**src/rtl/mem_access_pkg.sv**
```systemverilog
// Shared definitions for the memory stage: load/store mode encodings, writeback
// source codes, FSM states and the access-size helpers used to build bus requests.
package pipeline_defs;

    localparam logic [2:0] MSM_WORD   = 3'd0;
    localparam logic [2:0] MSM_HALF   = 3'd1;
    localparam logic [2:0] MSM_BYTE   = 3'd2;

    localparam logic [2:0] MSL_WORD   = 3'd0;
    localparam logic [2:0] MSL_HALF_S = 3'd1;
    localparam logic [2:0] MSL_HALF_U = 3'd2;
    localparam logic [2:0] MSL_BYTE_S = 3'd3;
    localparam logic [2:0] MSL_BYTE_U = 3'd4;

    localparam logic [2:0] SEL_LOAD   = 3'd1;

    typedef enum logic [1:0] {
        ST_IDLE = 2'd0,
        ST_REQ  = 2'd1,
        ST_WAIT = 2'd2,
        ST_DONE = 2'd3
    } state_e;

    typedef enum logic [1:0] {
        SZ_BYTE = 2'd0,
        SZ_HALF = 2'd1,
        SZ_WORD = 2'd2
    } size_e;

    // A store wins when both request bits are set, so its mode decides the size.
    function automatic size_e access_size(input logic is_store,
                                          input logic [2:0] msm,
                                          input logic [2:0] msl);
        size_e sz;
        if (is_store) begin
            case (msm)
                MSM_HALF: sz = SZ_HALF;
                MSM_BYTE: sz = SZ_BYTE;
                default:  sz = SZ_WORD;
            endcase
        end else begin
            case (msl)
                MSL_HALF_S, MSL_HALF_U: sz = SZ_HALF;
                MSL_BYTE_S, MSL_BYTE_U: sz = SZ_BYTE;
                default:                sz = SZ_WORD;
            endcase
        end
        return sz;
    endfunction

    function automatic logic is_misaligned(input size_e sz, input logic [1:0] addr_lo);
        logic bad;
        case (sz)
            SZ_HALF: bad = addr_lo[0];
            SZ_WORD: bad = |addr_lo;
            default: bad = 1'b0;
        endcase
        return bad;
    endfunction

    function automatic logic [3:0] byte_enable(input size_e sz,
                                               input logic [1:0] addr_lo,
                                               input logic mshw,
                                               input logic lshw);
        logic [3:0] be;
        case (sz)
            SZ_BYTE: be = 4'b0001 << addr_lo;
            SZ_HALF: be = addr_lo[1] ? 4'b1100 : 4'b0011;
            default: be = 4'b1111;
        endcase
        return be & {mshw, mshw, lshw, lshw};
    endfunction

    function automatic logic [31:0] store_data(input size_e sz, input logic [31:0] data);
        logic [31:0] d;
        case (sz)
            SZ_BYTE: d = {4{data[7:0]}};
            SZ_HALF: d = {2{data[15:0]}};
            default: d = data;
        endcase
        return d;
    endfunction

endpackage

```
**src/rtl/mem_access_load_align.sv**
```systemverilog
// Load data alignment: moves the addressed byte/halfword lane down to bit 0 and
// sign- or zero-extends it according to the load mode.
module load_align
    import pipeline_defs::*;
(
    input  logic [31:0] rdata_i,
    input  logic [1:0]  addr_i,
    input  logic [2:0]  msl_i,
    output logic [31:0] data_o
);

    logic [31:0] lane_s;

    // Lane select and extension.
    always_comb begin
        lane_s = rdata_i >> {addr_i, 3'b000};
        case (msl_i)
            MSL_HALF_S: data_o = {{16{lane_s[15]}}, lane_s[15:0]};
            MSL_HALF_U: data_o = {16'h0000, lane_s[15:0]};
            MSL_BYTE_S: data_o = {{24{lane_s[7]}}, lane_s[7:0]};
            MSL_BYTE_U: data_o = {24'h000000, lane_s[7:0]};
            default:    data_o = rdata_i;
        endcase
    end

endmodule

```
**src/rtl/mem_access.sv**
```systemverilog
// Memory stage: issues loads/stores to the data-memory controller, stalls the
// pipeline while an access is outstanding and produces writeback/forward bundles.
module mem_access
    import pipeline_defs::*;
#(
    parameter int DATA_W  = 32,
    parameter int TIMEOUT = 255
) (
    input  logic              clock,
    input  logic              reset,
    input  logic [2:0]        ex_mem_msm,
    input  logic [2:0]        ex_mem_msl,
    input  logic              ex_mem_readmem,
    input  logic              ex_mem_writemem,
    input  logic              ex_mem_mshw,
    input  logic              ex_mem_lshw,
    input  logic [DATA_W-1:0] ex_mem_regb,
    input  logic [2:0]        ex_mem_selwsource,
    input  logic [4:0]        ex_mem_regdest,
    input  logic              ex_mem_writereg,
    input  logic [DATA_W-1:0] ex_mem_aluout,
    input  logic [DATA_W-1:0] ex_mem_wbvalue,
    output logic              mem_mc_req,
    output logic              mem_mc_we,
    output logic [DATA_W-1:0] mem_mc_addr,
    output logic [3:0]        mem_mc_be,
    output logic [DATA_W-1:0] mem_mc_wdata,
    input  logic [DATA_W-1:0] mc_mem_rdata,
    input  logic              mc_mem_ready,
    output logic              mem_stall,
    output logic              mem_addrerr,
    output logic [DATA_W-1:0] mem_fw_wbvalue,
    output logic              mem_fw_writereg,
    output logic [4:0]        mem_wb_regdest,
    output logic              mem_wb_writereg,
    output logic [DATA_W-1:0] mem_wb_wbvalue
);

    localparam int CNT_W = $clog2(TIMEOUT + 1);

    state_e             state_q, state_d;
    logic [CNT_W-1:0]   wait_cnt_q, wait_cnt_d;
    logic               abort_q, abort_d;
    logic [31:0]        rdata_q, rdata_d;
    logic               mc_req_q, mc_req_d;
    logic               mc_we_q, mc_we_d;
    logic [31:0]        mc_addr_q, mc_addr_d;
    logic [3:0]         mc_be_q, mc_be_d;
    logic [31:0]        mc_wdata_q, mc_wdata_d;
    logic               addrerr_q, addrerr_d;
    logic [4:0]         wb_regdest_q, wb_regdest_d;
    logic               wb_writereg_q, wb_writereg_d;
    logic [31:0]        wb_wbvalue_q, wb_wbvalue_d;

    logic               mem_op_s;
    logic               is_store_s;
    size_e              size_s;
    logic               misalign_s;
    logic               issue_s;
    logic               timeout_s;
    logic               pass_wr_s;
    logic               done_wr_s;
    logic [31:0]        load_data_s;
    logic [31:0]        wb_value_s;
    logic               stall_s;
    logic               fw_writereg_s;
    logic [31:0]        fw_wbvalue_s;

    // Request decode; abort_q marks the held op of an aborted access so it is not re-issued.
    always_comb begin
        mem_op_s   = ex_mem_readmem | ex_mem_writemem;
        is_store_s = ex_mem_writemem;
        size_s     = access_size(is_store_s, ex_mem_msm, ex_mem_msl);
        misalign_s = is_misaligned(size_s, ex_mem_aluout[1:0]);
        issue_s    = (state_q == ST_IDLE) & mem_op_s & ~misalign_s & ~abort_q;
        timeout_s  = (wait_cnt_q == CNT_W'(TIMEOUT - 1));
        pass_wr_s  = ex_mem_writereg & ~mem_op_s & ~abort_q;
        done_wr_s  = ex_mem_writereg & ~is_store_s;
        wb_value_s = (ex_mem_selwsource == SEL_LOAD) ? load_data_s : ex_mem_wbvalue;
    end

    load_align u_load_align (
        .rdata_i (rdata_q),
        .addr_i  (ex_mem_aluout[1:0]),
        .msl_i   (ex_mem_msl),
        .data_o  (load_data_s)
    );

    // FSM state register.
    always_ff @(negedge clock or negedge reset) begin
        if (!reset) begin
            state_q <= ST_IDLE;
        end else begin
            state_q <= state_d;
        end
    end

    // FSM next-state logic.
    always_comb begin
        state_d = state_q;
        case (state_q)
            ST_IDLE: begin
                if (issue_s) begin
                    state_d = ST_REQ;
                end else begin
                    state_d = ST_IDLE;
                end
            end
            ST_REQ:  state_d = ST_WAIT;
            ST_WAIT: begin
                if (mc_mem_ready) begin
                    state_d = ST_DONE;
                end else if (timeout_s) begin
                    state_d = ST_IDLE;
                end else begin
                    state_d = ST_WAIT;
                end
            end
            ST_DONE: state_d = ST_IDLE;
            default: state_d = ST_IDLE;
        endcase
    end

    // FSM outputs: controller drive, writeback capture, stall and forward values.
    always_comb begin
        mc_req_d      = 1'b0;
        mc_we_d       = mc_we_q;
        mc_addr_d     = mc_addr_q;
        mc_be_d       = mc_be_q;
        mc_wdata_d    = mc_wdata_q;
        rdata_d       = rdata_q;
        wait_cnt_d    = wait_cnt_q;
        abort_d       = abort_q;
        addrerr_d     = 1'b0;
        wb_regdest_d  = wb_regdest_q;
        wb_writereg_d = wb_writereg_q;
        wb_wbvalue_d  = wb_wbvalue_q;
        stall_s       = 1'b0;
        fw_writereg_s = 1'b0;
        fw_wbvalue_s  = wb_value_s;
        case (state_q)
            ST_IDLE: begin
                wait_cnt_d = '0;
                abort_d    = 1'b0;
                if (issue_s) begin
                    mc_req_d      = 1'b1;
                    mc_we_d       = is_store_s;
                    mc_addr_d     = {ex_mem_aluout[31:2], 2'b00};
                    mc_be_d       = byte_enable(size_s, ex_mem_aluout[1:0], ex_mem_mshw, ex_mem_lshw);
                    mc_wdata_d    = store_data(size_s, ex_mem_regb);
                    wb_writereg_d = 1'b0;
                    stall_s       = 1'b1;
                end else begin
                    wb_regdest_d  = ex_mem_regdest;
                    wb_writereg_d = pass_wr_s;
                    wb_wbvalue_d  = wb_value_s;
                    addrerr_d     = mem_op_s & misalign_s & ~abort_q;
                    fw_writereg_s = pass_wr_s;
                end
            end
            ST_REQ: begin
                stall_s = 1'b1;
            end
            ST_WAIT: begin
                stall_s = 1'b1;
                if (mc_mem_ready) begin
                    rdata_d    = mc_mem_rdata;
                    mc_we_d    = 1'b0;
                    mc_addr_d  = 32'h0000_0000;
                    mc_be_d    = 4'b0000;
                    mc_wdata_d = 32'h0000_0000;
                end else if (timeout_s) begin
                    mc_we_d    = 1'b0;
                    mc_addr_d  = 32'h0000_0000;
                    mc_be_d    = 4'b0000;
                    mc_wdata_d = 32'h0000_0000;
                    addrerr_d  = 1'b1;
                    abort_d    = 1'b1;
                end else begin
                    wait_cnt_d = wait_cnt_q + CNT_W'(1);
                end
            end
            ST_DONE: begin
                wb_regdest_d  = ex_mem_regdest;
                wb_writereg_d = done_wr_s;
                wb_wbvalue_d  = wb_value_s;
                fw_writereg_s = done_wr_s;
            end
            default: begin
                mc_we_d    = 1'b0;
                mc_addr_d  = 32'h0000_0000;
                mc_be_d    = 4'b0000;
                mc_wdata_d = 32'h0000_0000;
                abort_d    = 1'b0;
            end
        endcase
    end

    // Datapath and output registers.
    always_ff @(negedge clock or negedge reset) begin
        if (!reset) begin
            wait_cnt_q    <= '0;
            abort_q       <= 1'b0;
            rdata_q       <= 32'h0000_0000;
            mc_req_q      <= 1'b0;
            mc_we_q       <= 1'b0;
            mc_addr_q     <= 32'h0000_0000;
            mc_be_q       <= 4'b0000;
            mc_wdata_q    <= 32'h0000_0000;
            addrerr_q     <= 1'b0;
            wb_regdest_q  <= 5'd0;
            wb_writereg_q <= 1'b0;
            wb_wbvalue_q  <= 32'h0000_0000;
        end else begin
            wait_cnt_q    <= wait_cnt_d;
            abort_q       <= abort_d;
            rdata_q       <= rdata_d;
            mc_req_q      <= mc_req_d;
            mc_we_q       <= mc_we_d;
            mc_addr_q     <= mc_addr_d;
            mc_be_q       <= mc_be_d;
            mc_wdata_q    <= mc_wdata_d;
            addrerr_q     <= addrerr_d;
            wb_regdest_q  <= wb_regdest_d;
            wb_writereg_q <= wb_writereg_d;
            wb_wbvalue_q  <= wb_wbvalue_d;
        end
    end

    assign mem_mc_req      = mc_req_q;
    assign mem_mc_we       = mc_we_q;
    assign mem_mc_addr     = mc_addr_q;
    assign mem_mc_be       = mc_be_q;
    assign mem_mc_wdata    = mc_wdata_q;
    assign mem_addrerr     = addrerr_q;
    assign mem_stall       = stall_s;
    assign mem_fw_writereg = fw_writereg_s;
    assign mem_fw_wbvalue  = fw_wbvalue_s;
    assign mem_wb_regdest  = wb_regdest_q;
    assign mem_wb_writereg = wb_writereg_q;
    assign mem_wb_wbvalue  = wb_wbvalue_q;

endmodule

```
**config.mk**
```make
export PLATFORM = sky130hd
export DESIGN_NAME = mem_access
export DESIGN_NICKNAME = d
export VERILOG_FILES = /design/src/rtl/mem_access_pkg.sv /design/src/rtl/mem_access_load_align.sv /design/src/rtl/mem_access.sv
export SDC_FILE = /design/constraint.sdc
export NUM_CORES = 1
export LEC_CHECK = 0
export CAP_MARGIN = 20
export CORE_AREA = 2 2 166 168
export DETAILED_ROUTE_END_ITERATION = 10
export DIE_AREA = 0 0 168 170
export REMOVE_ABC_BUFFERS = 1
export SLEW_MARGIN = 0
export SYNTH_ARGS = -nofsm -noshare
export SYNTH_HDL_FRONTEND = slang
export SYNTH_SLANG_ARGS = --single-unit
```
**constraint.sdc**
```tcl
create_clock -name clock -period 3 [get_ports clock]
set_input_delay 0.3 -clock clock [delete_from_list [all_inputs] [get_ports clock]]
set_output_delay 0.3 -clock clock [all_outputs]
set_load 0.02 [all_outputs]
```
==> flow_summary.toml <==
[outcome]
run_status = "finished, violations left"
violations = "negative setup slack"

[worst_setup_path]
crit_type = "reg -> out"
path_delay_family = "compound AO/OA/AOI/OAI gates"
startpoint_type = "register"
cp.required_ns = 2.70
r2r_slack_ns = 0.76
critical_path.startpoint = "rdata_q[15]$_DFFE_NN0P_"
crit_path_end_kind = "output port"
cp-endpoint = "mem_fw_wbvalue[26]"
arrival_ns = 3.53
r2r_cells = 9
cp_slowest_stage_delay_ns = 0.47
cpMaxStageDelayCell = "dfrtn_1"
r2r_start = "state_q[0]$_DFF_NN0_"
crit_fanout = 8
crit_path_frequent_cell = "buf_6"
cp.depth = 7
reg2reg_to = "mem_mc_wdata[22]$_DFFE_NN0P_"
worst-path-buf-inv = 3
worstPathCellList = "mux2_4, o221ai_4, a31oi_4, buf_6, o22a_1, buf_4, buf_6"

[timing]
setup_tns_ns = -88.16
fin_skew_ns = 0.0126
finalHoldViolations = 0
max_slew_margin = 0.519
rsz0062_at_grt = "yes"
slew_violations = 0
worst_slack_ns = -0.830
finalSetupViolations = 139
tightest_slew_ns = 0.718

[grt]
grt_pass1_wl_um = 44200
grt_pass1_vias = 7833
grt_overflow = 0
grt_max_degree = 46
antenna_found_initial = 2
grt.total_usage = 0.198

[clocking]
cts_tree = "built"
cts_buffers = 17
numClockSinks = 150
clock_path_buffers = 2
cts-root-buf = "clkbuf_16"
clkTransAtPathRegs_ns = 0.05
h-tree-depth = 4
clock_latency_ns = 0.40
cts_hold_buf = 0

[synth]
synthFlopType = "dfrtn_1"
yosysWarnings = 0
async_reset_ff_frac = 1.00
synth_area_per_cell_um2 = 10.9
synth_edf_count = 0
synth-seq-cells = 150
syn-cell-area_um2 = 7950
yosysSeqAreaShare = 0.472
synth.distinct_cells = 57
netlist_instances = 729

[routing]
drt_pass1_iterations = 5
drt-initial-drc-count = 480
wirelength_um = 28900
drc_errors = 0
vias_per_cell = 4.89
ant_nets = 0
vias = 7502
detail_route.wl_per_cell_um = 18.8

[final_layout]
syn_to_final_growth_pct = 80.4
drive_gt1_frac = 0.409
layout.nets = 1338
fin_util = 0.538

[floorplan]
die_h_um = 170
ios = 293
die_w_um = 168
initial_core_util = 0.298
die_area_um2 = 28600
core_um2 = 26700
rows = 60

[placed_design]
port_buffers = 290
dp_hpwl_um = 19300
place_congestion = 0.808

[power]
peakVddDrop_v = 0.000494
p_per_area_nw_per_um2 = 1040
power_leakage_nw = 6.57

[worst_hold_path]
worstHoldPathType = "reg -> reg"

[run]
drv_cap = 0
==> worst reg2reg max path: stages, from the launching register on <==
cell	delay, ns
dfrtn_1	0.37
inv_2	0.09
buf_6	0.11
buf_4	0.10
ha_2	0.28
buf_4	0.43
nor2_2	0.22
nand3_1	0.14
o21ai_1	0.09
mux2_4	0.27
==> metrics by stage <==
stage	hold slack (ns)	total power (W)	instances	worst slack, ns	area [um^2]
after floorplan	0.426	0.00721	680	-3.52	7670
after global placement	0.419	0.0105	1445	-1.58	12200
after detailed placement	0.432	0.0106	1445	-1.69	12200
after CTS	0.427	0.0144	1531	-0.899	13900
after global routing	0.457	0.0157	1534	-0.888	14300
final	0.424	0.0150	1534	-0.830	14300
==> power by group <==
part           switching [W]  leakage, nW  internal (W)
clock network        0.00101        0.277       0.00112
logic                0.00417         4.47       0.00496
registers           0.000601         1.82       0.00309
==> kinds of logic after synthesis <==
group | share of synthesized area
flip-flops | 0.472
AND/OR/NAND/NOR | 0.128
other | 0.000472
AO/OA/AOI/OAI | 0.143
adder cells (fa/ha/maj) | 0.0142
multiplexers | 0.188
buffers and inverters | 0.0472
XOR/XNOR | 0.00661
==> routing by layer <==
layer  vias up  routed length (um)  track usage  part of all wire
met3        30                1980       0.0579             0.068
li1       3512                   -            -                 -
met4         2                 426       0.0473             0.015
met5         -                  13            0           0.00045
met1      3692               12500        0.249              0.43
met2       266               14000        0.336              0.48
==> cells in the final DEF (no fill, tap or decap), drive strengths merged, types with 3 or more instances in the layout <==
cell type      instances
ha                     9
a211oi                 4
clkdlybuf4s50        138
nand3b                 8
a22oi                  8
o22a                  16
o21ai                 35
nor2                  35
o2111ai                8
nand2                 51
clkdlybuf4s15         38
nand4                  9
a31oi                 12
nor3b                  3
inv                   33
nor3                   4
dfrtn                150
clkbuf                34
a21oi                 22
o211ai                 3
nor2b                 45
a21o                  18
dlygate4sd2           58
mux2                 110
nand3                 19
buf                  229
o31ai                 14
mux2i                 25
xnor2                  6
clkinv                 4
o221ai                 8
nand2b                16
==> how the worst min path moves through the flow <==
stage | slack [ns] | cells after the start | start | end
after floorplan | 0.43 | 1 | state_q[1]$_DFF_NN0_ | state_q[1]$_DFF_NN0_
after global placement | 0.42 | 2 | mem_wb_regdest[1]$_DFFE_NN0P_ | mem_wb_regdest[1]$_DFFE_NN0P_
after detailed placement | 0.43 | 2 | mem_wb_wbvalue[4]$_DFFE_NN0P_ | mem_wb_wbvalue[4]$_DFFE_NN0P_
after CTS | 0.43 | 2 | mem_wb_wbvalue[4]$_DFFE_NN0P_ | mem_wb_wbvalue[4]$_DFFE_NN0P_
after global routing | 0.46 | 1 | mem_mc_addr[15]$_DFFE_NN0P_ | mem_mc_addr[15]$_DFFE_NN0P_
final | 0.42 | 2 | mem_wb_wbvalue[4]$_DFFE_NN0P_ | mem_wb_wbvalue[4]$_DFFE_NN0P_
==> Yosys cell counts, drive strengths merged (18+ instances only) <==
library cell	number	area, um^2
nand2	51	196
inv	25	93.8
o21ai	35	183
nand3	19	95.1
buf	27	194
dfrtn	150	3750
mux2	110	1240
mux2i	25	250
a21oi	22	110
nor2b	45	282
nor2	35	134
clkbuf	23	87.6
a21o	18	135
==> sequential cells by signal, summed over array words and instances (netlist names) <==
| signal | cells |
|---|---|
| mem_wb_regdest | 5 |
| mem_mc_be | 4 |
| abort_q | 1 |
| mem_mc_we | 1 |
| mem_wb_wbvalue | 32 |
| wait_cnt_q | 8 |
| mem_wb_writereg | 1 |
| mem_mc_wdata | 32 |
| rdata_q | 32 |
| state_q | 2 |
| mem_addrerr | 1 |
| mem_mc_addr | 30 |
| mem_mc_req | 1 |
==> cell type report <==
class | count | area (um^2)
Inverter | 25 | 93.8
Antenna cell | 1 | 2.50
Clock buffer | 18 | 439
Clock inverter | 14 | 133
Fill cell | 2345 | 12300
Sequential cell | 150 | 3750
Timing Repair Buffer | 480 | 4780
Tap cell | 341 | 427
Multi-Input combinational cell | 505 | 4710
==> what timing repair did <==
| action | 4_1_cts | 5_1_grt |
|---|---|---|
| gates cloned | 11 | 1 |
| setup buffers | 51 | 18 |
| pin swaps | 57 | 39 |
| resized for setup | 503 | 186 |
| endpoints found under the setup margin | 250 | 184 |
No activity file was read; power rests on OpenSTA's default activity.
